[config.mk]
export PLATFORM = sky130hd
export DESIGN_NAME = mem_access_ctrl
export DESIGN_NICKNAME = d
export VERILOG_FILES = /design/src/rtl/mem_access_ctrl_pkg.sv /design/src/rtl/mem_access_ctrl.sv
export SDC_FILE = /design/constraint.sdc
export NUM_CORES = 1
export LEC_CHECK = 0
export CAP_MARGIN = 40
export CORE_MARGIN = 4
export CORE_UTILIZATION = 27
export CTS_BUF_LIST = sky130_fd_sc_hd__clkbuf_8
export DETAILED_ROUTE_END_ITERATION = 12
export GPL_ROUTABILITY_DRIVEN = 1
export PLACE_DENSITY = 0.56
export SLEW_MARGIN = 25
export SYNTH_ARGS = -nofsm -noshare
export SYNTH_HDL_FRONTEND = slang
export SYNTH_SLANG_ARGS = --single-unit
[constraint.sdc]
create_clock -name Clk -period 5 [get_ports Clk]
set_clock_uncertainty 0.1 [all_clocks]
set_input_delay 1 -clock Clk [delete_from_list [all_inputs] [get_ports Clk]]
set_output_delay 1 -clock Clk [all_outputs]
set_load 0.02 [all_outputs]
[src/rtl/mem_access_ctrl_pkg.sv]
// Shared definitions for the MEM-stage data-memory access controller.
package mem_access_ctrl_pkg;

  localparam logic True_v  = 1'b1;
  localparam logic False_v = 1'b0;

  typedef enum logic [1:0] {
    IDLE = 2'd0,
    REQ  = 2'd1,
    DONE = 2'd2,
    ERR  = 2'd3
  } mac_state_t;

endpackage

[src/rtl/mem_access_ctrl.sv]
// MEM-stage load/store sequencer: req/ack bus handshake, pipeline stall,
// misalignment and bus-timeout write-back suppression.
module mem_access_ctrl
  import mem_access_ctrl_pkg::*;
#(
  parameter int unsigned TIMEOUT = 16,
  parameter int unsigned CNT_W   = 5
) (
  input  logic        Clk,
  input  logic        Rst,
  input  logic        MEM_MemRead,
  input  logic        MEM_MemWrite,
  input  logic [31:0] MEM_Addr,
  input  logic [31:0] MEM_WriteData,
  output logic        Bus_Req,
  output logic        Bus_We,
  output logic [31:0] Bus_Addr,
  output logic [31:0] Bus_WData,
  input  logic        Bus_Ack,
  input  logic [31:0] Bus_RData,
  output logic        Stall_Req,
  output logic [31:0] MEM_ReadMemData,
  output logic        MEM_Kill,
  output logic        Align_Err,
  output logic        Bus_Err
);

  localparam logic [CNT_W-1:0] TO_LAST = CNT_W'(TIMEOUT - 1);

  mac_state_t       state_q, state_d;
  logic [CNT_W-1:0] cnt_q, cnt_d;
  logic             req_d, we_d, err_d;
  logic [31:0]      addr_d, wdata_d, rdata_d;
  logic             acc, mis;

  assign acc = MEM_MemRead | MEM_MemWrite;
  assign mis = acc & (MEM_Addr[1:0] != 2'b00);

  always_ff @(posedge Clk or negedge Rst) begin
    if (!Rst) begin
      state_q         <= IDLE;
      cnt_q           <= '0;
      Bus_Req         <= False_v;
      Bus_We          <= False_v;
      Bus_Addr        <= '0;
      Bus_WData       <= '0;
      MEM_ReadMemData <= '0;
      Bus_Err         <= False_v;
    end else begin
      state_q         <= state_d;
      cnt_q           <= cnt_d;
      Bus_Req         <= req_d;
      Bus_We          <= we_d;
      Bus_Addr        <= addr_d;
      Bus_WData       <= wdata_d;
      MEM_ReadMemData <= rdata_d;
      Bus_Err         <= err_d;
    end
  end

  always_comb begin
    state_d   = state_q;
    cnt_d     = cnt_q;
    req_d     = Bus_Req;
    we_d      = Bus_We;
    addr_d    = Bus_Addr;
    wdata_d   = Bus_WData;
    rdata_d   = MEM_ReadMemData;
    err_d     = False_v;
    Stall_Req = False_v;
    MEM_Kill  = False_v;
    Align_Err = False_v;
    unique case (state_q)
      IDLE: begin
        if (mis) begin
          Align_Err = True_v;
          MEM_Kill  = True_v;
        end else if (acc) begin
          state_d   = REQ;
          Stall_Req = True_v;
          req_d     = True_v;
          we_d      = MEM_MemWrite;
          addr_d    = {MEM_Addr[31:2], 2'b00};
          wdata_d   = MEM_WriteData;
          cnt_d     = '0;
        end
      end
      REQ: begin
        Stall_Req = True_v;
        // An ack on the final timeout cycle takes priority over the abort.
        if (Bus_Ack) begin
          state_d = DONE;
          req_d   = False_v;
          if (!Bus_We) rdata_d = Bus_RData;
        end else if (cnt_q == TO_LAST) begin
          state_d = ERR;
          req_d   = False_v;
          err_d   = True_v;
        end else if (cnt_q != '1) begin
          cnt_d = cnt_q + 1'b1;
        end
      end
      DONE: state_d = IDLE;
      ERR: begin
        MEM_Kill = True_v;
        state_d  = IDLE;
      end
      default: state_d = IDLE;
    endcase
  end

endmodule

### Yosys cells after proc, flatten, opt, wreduce, memory -nomap -nowiden

Cells that the tools add are included.

* input bits: 101
* register bits after elaboration: 104
* output and inout bits: 102
* logic and storage cells: 58

* add/subtract/negate cells: 1
* eq/ne operators: 11
* muxes and demuxes: 25
* reductions and logical operators: 9
* bitwise gates (word level): 4

Operator list (number)
* 2-to-1 mux 5 bit: 5
* 2-to-1 mux 1 bit: 11
* inequality test 2 bit (second input constant): 5
* one-hot mux 5 bit (2 select lines): 1
* AND reduction 3 bit: 3
* 2-to-1 mux 2 bit: 4
* one-hot mux 1 bit (2 select lines): 3
* one-hot mux 2 bit (3 select lines): 1
* AND reduction 6 bit: 1
* adder 5 x 1 -> 5 bit (second input constant): 1
* == test 5 x 4 -> 1 bit (second input constant): 1
* inequality test 5 bit (second input constant): 1
* == test 2 bit (second input constant): 2
* AND reduction 4 bit: 1
* nonzero test 2 bit: 2
* inequality test 3 bit (second input constant): 1
* == test 2 x 1 -> 1 bit (second input constant): 1
* logical NOT 2 bit: 1
* inverter 1 bit: 2
* OR reduction 2 bit: 1
* bitwise AND 1 bit: 1
* OR 1 bit: 1

### Logic depth before layout (Yosys ltp)

* depth after elaboration: 5
* depth in mapped cells: 8

### Least setup slack after synthesis

No wires, ideal clock.

* path kind: input -> output
* start point: input port MEM_MemWrite
* end point: output port Stall_Req
* required time: 3.900 ns
* data arrival time: 1.834 ns
* cell stages on the path: 5
* setup slack: 2.066 ns
* cell sequence: o21ai_1 -> nor3_2 -> buf_6 -> buf_6 -> or2_2

* longest elaborated chain between the ends: 4

Ends and longest elaborated chain
* start, declared: RTL line mem_access_ctrl.sv:12 `input logic MEM_MemWrite,`
* OR 1 bit (*): RTL line mem_access_ctrl.sv:36 `assign acc = MEM_MemRead | MEM_MemWrite;`
* 2-to-1 mux 1 bit / bitwise AND 1 bit (equally long branches): RTL line mem_access_ctrl.sv:78, mem_access_ctrl.sv:37
* 2-to-1 mux 1 bit (*): RTL line mem_access_ctrl.sv:75 `if (mis) begin`
* one-hot mux 1 bit (2 select lines) (*): RTL line mem_access_ctrl.sv:73 `unique case (state_q)`
* end, declared: RTL line mem_access_ctrl.sv:21 `output logic Stall_Req,`

Every way passes the cells marked *; elsewhere a longest branch is shown, timed or not.

### Worst setup path after layout

Ends and elaborated chain as after synthesis.

==> metrics.md <==
| Metric | Value |
|---|---|
| Met2 usage in global routing | `20.44%` |
| Post-route ant nets | `0` |
| Leakage power | `2.724 nW` |
| Synth top cells by count | `dfrtp_1 (104), mux2_1 (48), mux2_2 (47)` |
| Synth top area cells | `dfrtp_1 (63%), mux2_1 (13%), mux2_2 (13%)` |
| Largest net degree at the start of global routing | `65` |
| Vias in the first global route | `3089` |
| Clk Latency, worst-skew pair | `0.36 ns` |
| Final setup violation count | `0` |
| GRT Total Usage | `12.07%` |
| CTS buffer count | `9` |
| Num ports | `203` |
| N_diodes | `0` |
| Area growth from synthesis to layout | `58.08%` |
| Initial antenna violation count | `0` |
| Worst VDD drop | `0.2248 mV` |
| Routed vias | `2836` |
| Netlist cell types | `30` |
| Gr ovfl total | `0` |
| Ys Warns | `0` |
| DR iter-0 viols | `79` |
| Final Hold Fails | `0` |
| # hold bufs at CTS | `0` |
| H-tree depth | `3` |
| Crit start category | `input pin` |
| CP delay by family, top | `buffers and inverters` |
| Final net count | `578` |
| Post-CTS setup repair buffer count | `0` |
| Hold Path Class | `register to register` |
| Critical path's slowest cell | `clkdlybuf4s50_1` |
| Gate power share | `51.4%` |
| First drt pass iteration count | `4` |
| Critical path endpoint category | `primary output` |
| R2R Setup Slk | `2.83 ns` |
| CTS Sinks | `104` |
| Die W | `131.9 µm` |
| Die Height | `131.9 µm` |
| Register area share after synthesis | `62.82%` |
| Buf/Inv on CP | `2` |
| Ys async rst share | `100.0%` |
| Placement Rows | `45` |
| CTS tree | `built` |
| Pins Over Slew Limit | `0` |
| Avg WL per Cell | `16.02 µm` |
| Clock power share | `13.0%` |
| DP Area | `0.006327 mm²` |
| Worst-Margin Slew | `0.5135 ns` |
| Worst-path fanout max | `3` |
| FF+latch count, synth | `104` |
| Global-route wire length before repair | `16.77 mm` |
| Critical path data arrival time | `2.59 ns` |
| Reg power frac | `35.6%` |
| Die ar. | `0.01739 mm²` |
| Setup tns final | `0 ns` |
| Yosys top cell area share | `62.82%` |
| Critical path's largest stage delay | `0.54 ns` |
| Post-Syn Area | `0.004143 mm²` |
| Top FF cell, synth | `dfrtp_1` |
| DRT Wirelength | `10.60 mm` |
| Post-route cell area | `0.006549 mm²` |
| Layout cell share with drive strength beyond 1 | `14.98%` |
| MaxCap Viol Count | `0` |
| Peak Freq | `270.8 MHz` |
| Avg Inst Size Synth | `15.52 µm²` |
| Clk root buf | `clkbuf_8` |
| Fin crit share | `73.86%` |
| DP HPWL | `7.970 mm` |
| Top-count cell post-synth | `dfrtp_1` |
| Avg Vias per Cell | `4.284` |
| Drc violations | `0` |
| Crit path time final | `3.693 ns` |
| Mapped Cells | `267` |
| Initial Utilization | `27.45%` |
| Worst Path Required | `3.90 ns` |
| Port-buffer cells | `200` |
| Power Density | `621.6 mW/mm²` |
| Synth area leader | `dfrtp_1` |
| CTS clk-pin slew, worst paths | `0.09 ns` |
| Cell mode on critical path | `clkdlybuf4s50_1` |
| Gates resized, CTS repair | `0` |
| Global placer's final weighted congestion | `0.7159` |
| GRT busiest layer | `met2` |
| Met1 usage | `14.32%` |
| Met3 Track Usage GR | `4.427%` |
| Core Area | `0.01509 mm²` |
| Status | `complete, no violations` |
| RSZ-0062 raised after global routing | `false` |
| Setup CP Type | `input pin to primary output` |
| Rel. slew slack | `65.77%` |
| P_sw | `1.473 mW` |
| EDFF count, synth | `0` |
| CTS Buffer Depth | `2` |
| CP Cell Sequence | `clkdlybuf4s50_1, o21ai_1, nor3_4, or2_2, clkdlybuf4s50_1` |
| Fraction of power spent switching nets | `36.18%` |
| Int Pwr | `2.598 mW` |
-- stage by stage --
step,total power [mW],setup slack (ns),std cells,util (%),hold slack [ns]
3_5_place_dp,3.591,1.315,646,41.93,0.3738
2_1_floorplan,2.507,2.066,268,-,0.4019
4_1_cts,4.146,1.305,661,43.22,0.3962
3_3_place_gp,3.545,1.332,645,41.75,0.3664
5_1_grt,4.321,1.250,662,43.40,0.4036
6_report,4.071,1.307,662,43.40,0.3883
-- cells in the final DEF, fill, tap and decap left out, types with 3 or more instances in the layout --
master           synthesis  final
buf_4                    2      4
clkbuf_8                 0     10
clkdlybuf4s50_1          0    199
dfrtp_1                104    104
ha_1                     7      7
inv_1                    3      3
mux2_1                  48     48
mux2_2                  47     47
nand2b_1                 3      3
nand3b_1                 3      3
nor2_1                   7      7
o21ai_0                 10     10
-- logic make-up after synthesis --
kind of cell    Yosys count  synth area share [%]
mux                      97                 26.31
other cells               1               0.09052
compound gates           17                 2.446
buf+inv                  17                 2.929
simple gates             24                 3.292
fa+ha+maj                 7                 2.114
flops                   104                 62.82
-- state kept, by name, indices dropped and copies added (netlist names) --
signal and flops:
Bus_Req 1, Bus_WData 32, Bus_Addr 30, cnt_q 5, Bus_Err 1, Bus_We 1, state_q 2, MEM_ReadMemData 32
-- final timing paths --
check | cells after the start | from | to
min in group asynchronous | 1 | Rst | Bus_Addr[11]
min | 1 | Bus_Addr[11] | Bus_Addr[11]
min reg2reg | 1 | Bus_Addr[11] | Bus_Addr[11]
max reg2reg | 7 | cnt_q[0] | cnt_q[3]
max | 5 | MEM_MemWrite | Stall_Req
max in group asynchronous | 2 | Rst | Bus_WData[27]
-- per-layer routing --
layer	vias up	part of all wire, %
met5	-	0
met4	0	1.1
met3	10	6.5
met2	108	50
met1	1375	43
li1	1343	-
-- power groups by stage --
stage / sequential, mW / clock, mW / combinational (mW)
final: 1.45 / 0.531 / 2.09
after CTS: 1.46 / 0.565 / 2.13
after floorplan: 1.95 / 0 / 0.558
after global routing: 1.51 / 0.597 / 2.22
after detailed placement: 1.47 / 0 / 2.12
after global placement: 1.45 / 0 / 2.09
-- cell type report --
cell class	count	area (µm²)
multi-input combinational	147	1429
clock inverter	5	56.30
sequential	104	2603
fill	1397	8541
tap	188	235.2
timing repair buffer	205	2077
clock buffer	10	137.6
inverter	3	11.26
-- worst register-to-register path: cells and delay by family (launching register included) --
family          cells  cell delay [ns]
compound gates      1             0.26
fa+ha+maj           2             0.42
flops               1             0.41
mux                 1             0.18
simple gates        3             0.71
No activity file was read; power rests on OpenSTA's default activity.
